`src/rtl/pong_engine.sv`:
```
// pong_engine: ball, paddle and score state with a registered 12-bit pixel stream.
// Ports: clk/reset_n, pix_en+x/y scan position, buttons, start -> rgb, score1/2, winner, state.
module pong_engine #(
  parameter int H_RES        = 640,
  parameter int V_RES        = 480,
  parameter int BORDER       = 10,
  parameter int BALL_SIZE    = 10,
  parameter int PAD_W        = 8,
  parameter int PAD_H        = 96,
  parameter int PAD_OFF      = 20,
  parameter int PAD_SPEED    = 2,
  parameter int BALL_SPEED   = 2,
  parameter int MAX_SPEED    = 6,
  parameter int WIN_SCORE    = 7,
  parameter int SERVE_FRAMES = 60
) (
  input  logic        clk,
  input  logic        reset_n,
  input  logic        pix_en,
  input  logic [9:0]  x,
  input  logic [9:0]  y,
  input  logic        p1_up,
  input  logic        p1_down,
  input  logic        p2_up,
  input  logic        p2_down,
  input  logic        start,
  output logic [11:0] rgb,
  output logic [3:0]  score1,
  output logic [3:0]  score2,
  output logic [1:0]  winner,
  output logic [2:0]  state
);

  typedef enum logic [1:0] {
    IDLE  = 2'd0,
    SERVE = 2'd1,
    PLAY  = 2'd2,
    OVER  = 2'd3
  } st_t;

  localparam logic [9:0]  HR    = 10'(H_RES);
  localparam logic [9:0]  VR    = 10'(V_RES);
  localparam logic [9:0]  BD    = 10'(BORDER);
  localparam logic [9:0]  BS    = 10'(BALL_SIZE);
  localparam logic [9:0]  PW    = 10'(PAD_W);
  localparam logic [9:0]  PH    = 10'(PAD_H);
  localparam logic [9:0]  L1    = 10'(PAD_OFF);
  localparam logic [9:0]  L1E   = 10'(PAD_OFF + PAD_W);
  localparam logic [9:0]  L2    = 10'(H_RES - PAD_OFF - PAD_W);
  localparam logic [9:0]  CX    = 10'((H_RES - BALL_SIZE) / 2);
  localparam logic [9:0]  CY    = 10'((V_RES - BALL_SIZE) / 2);
  localparam logic [9:0]  PY0   = 10'((V_RES - PAD_H) / 2);
  localparam logic [9:0]  PMAX  = 10'(V_RES - BORDER - PAD_H);
  localparam logic [9:0]  WB    = 10'(V_RES - BORDER);
  localparam logic [9:0]  BYMAX = 10'(V_RES - BORDER - BALL_SIZE);
  localparam logic [9:0]  PS    = 10'(PAD_SPEED);
  localparam logic [9:0]  BSP   = 10'(BALL_SPEED);
  localparam logic [9:0]  MSP   = 10'(MAX_SPEED);
  localparam logic [3:0]  WIN   = 4'(WIN_SCORE);
  localparam logic [15:0] SF    = 16'(SERVE_FRAMES);

  st_t        st;
  logic [15:0] cnt;
  logic [9:0] bx;
  logic [9:0] by;
  logic [9:0] spd;
  logic [9:0] p1_y;
  logic [9:0] p2_y;
  logic       dx;
  logic       dy;
  logic       srv_dx;

  logic       fs;
  logic       hit1;
  logic       hit2;
  logic       goal_l;
  logic       goal_r;
  logic [9:0] spd_up;
  logic [9:0] nx;
  logic [9:0] ny;
  logic [9:0] nspd;
  logic [9:0] np1;
  logic [9:0] np2;
  logic       ndx;
  logic       ndy;
  logic [3:0] s1_inc;
  logic [3:0] s2_inc;

  assign fs     = pix_en && (x == 10'd0) && (y == VR);
  assign state  = {1'b0, st};
  assign s1_inc = score1 + 4'd1;
  assign s2_inc = score2 + 4'd1;
  assign spd_up = (spd >= MSP) ? MSP : spd + 10'd1;

  function automatic logic [9:0] pad_step(
    input logic [9:0] p,
    input logic       up,
    input logic       dn
  );
    logic [9:0] r;
    r = p;
    if (up)
      r = (p < BD + PS) ? BD : p - PS;
    else if (dn)
      r = (p + PS > PMAX) ? PMAX : p + PS;
    return r;
  endfunction

  assign np1 = pad_step(p1_y, p1_up, p1_down);
  assign np2 = pad_step(p2_y, p2_up, p2_down);

  always_comb begin
    hit1   = !dx && (bx - spd <= L1E) && (bx >= L1E)
          && (by + BS > p1_y) && (by < p1_y + PH);
    hit2   = dx && (bx + BS + spd >= L2) && (bx + BS <= L2)
          && (by + BS > p2_y) && (by < p2_y + PH);
    goal_l = !dx && (bx <= spd);
    goal_r = dx && (bx + BS + spd >= HR);
    nx   = dx ? bx + spd : bx - spd;
    ndx  = dx;
    nspd = spd;
    unique case (1'b1)
      hit1: begin
        nx   = L1E;
        ndx  = 1'b1;
        nspd = spd_up;
      end
      hit2: begin
        nx   = L2 - BS;
        ndx  = 1'b0;
        nspd = spd_up;
      end
      default: ;
    endcase
    // walls only act on a ball heading into them, so a clamped ball leaves
    ny  = dy ? by + BSP : by - BSP;
    ndy = dy;
    if (dy && (by + BS + BSP >= WB)) begin
      ny  = BYMAX;
      ndy = 1'b0;
    end else if (!dy && (by <= BD + BSP)) begin
      ny  = BD;
      ndy = 1'b1;
    end
  end

  always_ff @(posedge clk or negedge reset_n) begin
    if (!reset_n) begin
      st     <= IDLE;
      cnt    <= '0;
      bx     <= CX;
      by     <= CY;
      dx     <= 1'b1;
      dy     <= 1'b1;
      spd    <= BSP;
      srv_dx <= 1'b1;
      p1_y   <= PY0;
      p2_y   <= PY0;
      score1 <= '0;
      score2 <= '0;
      winner <= '0;
    end else if (fs) begin
      if (st != OVER) begin
        p1_y <= np1;
        p2_y <= np2;
      end
      unique case (st)
        IDLE: begin
          if (start) begin
            st  <= SERVE;
            cnt <= SF;
            bx  <= CX;
            by  <= CY;
            dx  <= srv_dx;
            dy  <= 1'b1;
            spd <= BSP;
          end
        end
        SERVE: begin
          if (cnt <= 16'd1)
            st <= PLAY;
          else
            cnt <= cnt - 16'd1;
        end
        PLAY: begin
          by <= ny;
          dy <= ndy;
          if (goal_l) begin
            score2 <= s2_inc;
            srv_dx <= 1'b0;
            if (s2_inc == WIN) begin
              winner <= 2'd2;
              st     <= OVER;
            end else begin
              st  <= SERVE;
              cnt <= SF;
              bx  <= CX;
              by  <= CY;
              dx  <= 1'b0;
              dy  <= 1'b1;
              spd <= BSP;
            end
          end else if (goal_r) begin
            score1 <= s1_inc;
            srv_dx <= 1'b1;
            if (s1_inc == WIN) begin
              winner <= 2'd1;
              st     <= OVER;
            end else begin
              st  <= SERVE;
              cnt <= SF;
              bx  <= CX;
              by  <= CY;
              dx  <= 1'b1;
              dy  <= 1'b1;
              spd <= BSP;
            end
          end else begin
            bx  <= nx;
            dx  <= ndx;
            spd <= nspd;
          end
        end
        OVER: begin
          if (start) begin
            score1 <= '0;
            score2 <= '0;
            winner <= '0;
            srv_dx <= 1'b1;
            st     <= SERVE;
            cnt    <= SF;
            bx     <= CX;
            by     <= CY;
            dx     <= 1'b1;
            dy     <= 1'b1;
            spd    <= BSP;
          end
        end
        default: ;
      endcase
    end
  end

  logic show;
  logic on_bd;
  logic on_p1;
  logic on_p2;
  logic on_ball;
  logic white;

  always_comb begin
    show    = (st == SERVE) || (st == PLAY);
    on_bd   = (y < BD) || (y >= WB);
    on_p1   = (x >= L1) && (x < L1 + PW)
           && (y >= p1_y) && (y < p1_y + PH);
    on_p2   = (x >= L2) && (x < L2 + PW)
           && (y >= p2_y) && (y < p2_y + PH);
    on_ball = show && (x >= bx) && (x < bx + BS)
           && (y >= by) && (y < by + BS);
    white   = (x < HR) && (y < VR)
           && (on_bd || on_p1 || on_p2 || on_ball);
  end

  always_ff @(posedge clk or negedge reset_n) begin
    if (!reset_n)
      rgb <= '0;
    else
      rgb <= white ? 12'hfff : 12'h000;
  end

endmodule

```
`config.mk`:
```
export PLATFORM = sky130hd
export DESIGN_NAME = pong_engine
export DESIGN_NICKNAME = d
export VERILOG_FILES = /design/src/rtl/pong_engine.sv
export SDC_FILE = /design/constraint.sdc
export NUM_CORES = 1
export LEC_CHECK = 0
export CORE_ASPECT_RATIO = 1.4
export CORE_MARGIN = 3
export CORE_UTILIZATION = 45
export DETAILED_ROUTE_END_ITERATION = 12
export SYNTH_ARGS = -nofsm -noshare
export SYNTH_HDL_FRONTEND = slang
export SYNTH_SLANG_ARGS = --single-unit
```
`constraint.sdc`:
```
create_clock -name clk -period 6.6 [get_ports clk]
set_input_delay 0.66 -clock clk [delete_from_list [all_inputs] [get_ports clk]]
set_output_delay 0.66 -clock clk [all_outputs]
set_load 0.005 [all_outputs]
```
==> impl_metrics.env <==
export IMPL_start_util=0.462
export IMPL_synth_nets=1438
export IMPL_portBuffers=51
export IMPL_r2r_start="by[3]"
export IMPL_crit_family="compound AO/OA/AOI/OAI gates"
export IMPL_p_leak_nw=4.92
export IMPL_cts_root_buf="clkbuf_16"
export IMPL_async_flop_share=1.00
export IMPL_final_cells=1544
export IMPL_drc=0
export IMPL_synth_area_leaders="ha_1 (21%), dfrtp_1 (15%), dfstp_2 (5.3%)"
export IMPL_grt_pass1_wl_mm=48.5
export IMPL_r2r_cells=16
export IMPL_finalSetupTns_ns=0
export IMPL_fin_crit_ns=4.96
export IMPL_crit_type="register to register"
export IMPL_hold_path_class="input pin to asynchronous set/reset pin"
export IMPL_cts_tree="built"
export IMPL_setup_viol=0
export IMPL_reg2reg_slack_ns=1.64
export IMPL_clock_sinks=80
export IMPL_synth_edf_count=0
export IMPL_clk_latency_ns=0.36
export IMPL_fin_worst_hold_slack_ns=0.179
export IMPL_drt_pre_antenna_iters=5
export IMPL_diodes=0
export IMPL_place_gp_congestion=0.919
export IMPL_critPathMaxFanout=12
export IMPL_cp_num_buf_inv=2
export IMPL_yosysUniqueCellTypes=79
export IMPL_ctsHoldBuffers=0
export IMPL_fin_skew_ns=0.0122
export IMPL_drive_gt1_frac=0.0463
export IMPL_ys_seq_area_frac=0.205
export IMPL_dp_cells=1528
export IMPL_final_hold_violation_count=0
export IMPL_crit_path_start_kind="register"
export IMPL_grt_total_usage=0.249
export IMPL_grt_max_degree=63
export IMPL_cts_resized=0
export IMPL_nets=1445
export IMPL_dp_hpwl_mm=23.4
export IMPL_io_pins=53
export IMPL_wl_per_cell_um=19.5
export IMPL_die_h_um=182
export IMPL_outcome="finished clean"
export IMPL_syn_cell_area_um2=9910
export IMPL_cp_startpoint="by[3]"
export IMPL_setup_worst_path_end="spd[0]"
export IMPL_ys_seq_elements=80
export IMPL_final_util=0.508
export IMPL_worst_pin_slew_ns=0.900
export IMPL_netlist_area_leader_share=0.210
export IMPL_synth_ff_type="dfrtp_1"
export IMPL_slowest_delay_ns=0.67
export IMPL_vias_per_cell=6.06
export IMPL_synth_top_cell_by_area="ha_1"
export IMPL_fin_area_um2=10900
export IMPL_powerDensity_nw_per_um2=113
export IMPL_drv_slew=0
export IMPL_synth_cells=1240
export IMPL_fmax_mhz=202
export IMPL_path_clk_slew_ns=0.08
export IMPL_ctsLongestPathBuffers=2
export IMPL_antenna_found_initial=0
export IMPL_final_common_cell="ha_1"
export IMPL_place_area_um2=10500
export IMPL_routed_wl_mm=30.1
export IMPL_most_common_layout_cells="ha_1 (166), inv_1 (94), o21ai_0 (92)"
export IMPL_required_ns=6.84
export IMPL_cts_buffers=9
export IMPL_vias=9361
export IMPL_rsz0062_at_grt="false"
export IMPL_htree_num_levels=3
export IMPL_ant_nets=0
export IMPL_rows=63
export IMPL_arrival_ns=5.20
export IMPL_die_w_um=131
export IMPL_maxCapViolCount=0
export IMPL_r2r_end="spd[0]"
export IMPL_synth_area_per_cell_um2=7.99
export IMPL_path_cells="inv_1 > ha_1 > a21oi_1 > nor3_1 > xnor2_1 > inv_1 > ha_1 > nand4_1 > o41ai_1 > a31oi_1 > o311ai_0 > a311oi_1 > o211ai_1 > nand3_1 > nand2_1 > mux2_2"
export IMPL_yosysWarnings=0
export IMPL_die_area_um2=23900
export IMPL_worstSetupPathDepth=16
export IMPL_crit_slowest_cell="dfstp_2"
export IMPL_relSlewSlack=0.400
export IMPL_peakVddDrop_uv=111
export IMPL_postCtsSetupRepairBufs=0
export IMPL_drtIter0Drc=600
export IMPL_syn_to_final_growth_pct=10.0
export IMPL_grt_overflow_total=0
export IMPL_core_area_um2=21400
export IMPL_finalCritPeriodShare=0.751
export IMPL_grt_pass1_vias=9135
export IMPL_cp_end_kind="register"
metrics by stage:
step / setup slack, ns / power [W]
after floorplan: 2.63 / 0.000545
after global placement: 1.72 / 0.000598
after detailed placement: 1.67 / 0.000599
after CTS: 1.65 / 0.00123
after global routing: 1.31 / 0.00127
final: 1.64 / 0.00123
state kept, by name, indices dropped and copies added, names as in the netlist:
signal and count:
p1_y 9, cnt 16, score2 4, dx 1
spd 10, by 10, winner 2, score1 4
p2_y 9, dy 1, st 2, bx 10
rgb 1, srv_dx 1
final cells by class:
class	instances	area [um2]
Fill cell	2113	10500
Tap cell	292	365
Clock buffer	9	225
Timing Repair Buffer	55	538
Inverter	97	364
Clock inverter	7	135
Sequential cell	80	2030
Multi-Input combinational cell	1004	7250
worst min path at each step:
stage / startpoint / end / slack, ns / depth (start not counted)
2_1_floorplan: reset_n / bx[2] / 0.36 / 0
3_3_place_gp: cnt[1] / cnt[1] / 0.50 / 2
3_5_place_dp: winner[0] / winner[0] / 0.50 / 1
4_1_cts: reset_n / p2_y[8] / 0.19 / 1
5_1_grt: reset_n / p2_y[8] / 0.19 / 1
6_report: reset_n / p1_y[4] / 0.18 / 1
cells in the mapped netlist, types with 6 or more instances:
master     instances
a311oi_1           8
nand3_1           37
nor4_1            12
o21a_1            22
o21ai_0           92
nor3_1            44
xor2_1            21
a21o_1            28
nand2b_1          17
buf_4             12
o22ai_1           13
dfrtp_1           60
a2bb2oi_1          6
a31oi_1           14
nand4_1           24
dfstp_2           20
or3_1             11
nor2b_1           16
and3_1             7
xnor2_1           34
nor2_1            84
clkbuf_1          42
o211ai_1          15
inv_1             94
or4_1              7
nand2_1           78
ha_1             166
nor3b_1            6
o21bai_1           7
mux2i_1            6
a22oi_1            9
a211oi_1          16
o31ai_1            9
a21oi_1           91
worst register-to-register path, cell delays in order, from the launching register on:
cell and delay (ns):
dfstp_2 0.67, inv_1 0.11, ha_1 0.21, a21oi_1 0.41, nor3_1 0.12, xnor2_1 0.32, inv_1 0.19, ha_1 0.31
nand4_1 0.10, o41ai_1 0.43, a31oi_1 0.07, o311ai_0 0.13, a311oi_1 0.09, o211ai_1 0.31, nand3_1 0.50, nand2_1 0.47
mux2_2 0.38
routing by layer:
layer | wire length, um | share of wire | up-vias | track usage
met1 | 12900 | 0.43 | 4450 | 0.302
met5 | 0 | 0 | - | 0
met3 | 1130 | 0.037 | 70 | 0.0299
met4 | 1140 | 0.038 | 0 | 0.103
li1 | - | - | 4599 | -
met2 | 14900 | 0.49 | 242 | 0.446
kinds of logic (layout without fill, tap and decap cells):
kind of cell	Yosys count	after routing	synth area share
mux	11	11	0.0117
xor+xnor	56	56	0.0509
compound gates	396	396	0.262
buf+inv	156	168	0.0643
flops	80	80	0.205
other cells	1	1	0.000378
simple gates	370	370	0.188
fa+ha+maj	170	170	0.218
power breakdown:
part           switching [W]  internal, W  leakage (nW)
clock network       0.000257     0.000379         0.175
registers         0.00000108     0.000491         0.937
logic              0.0000548    0.0000435          3.81
Note: power is estimated with default switching activity, not from simulation.
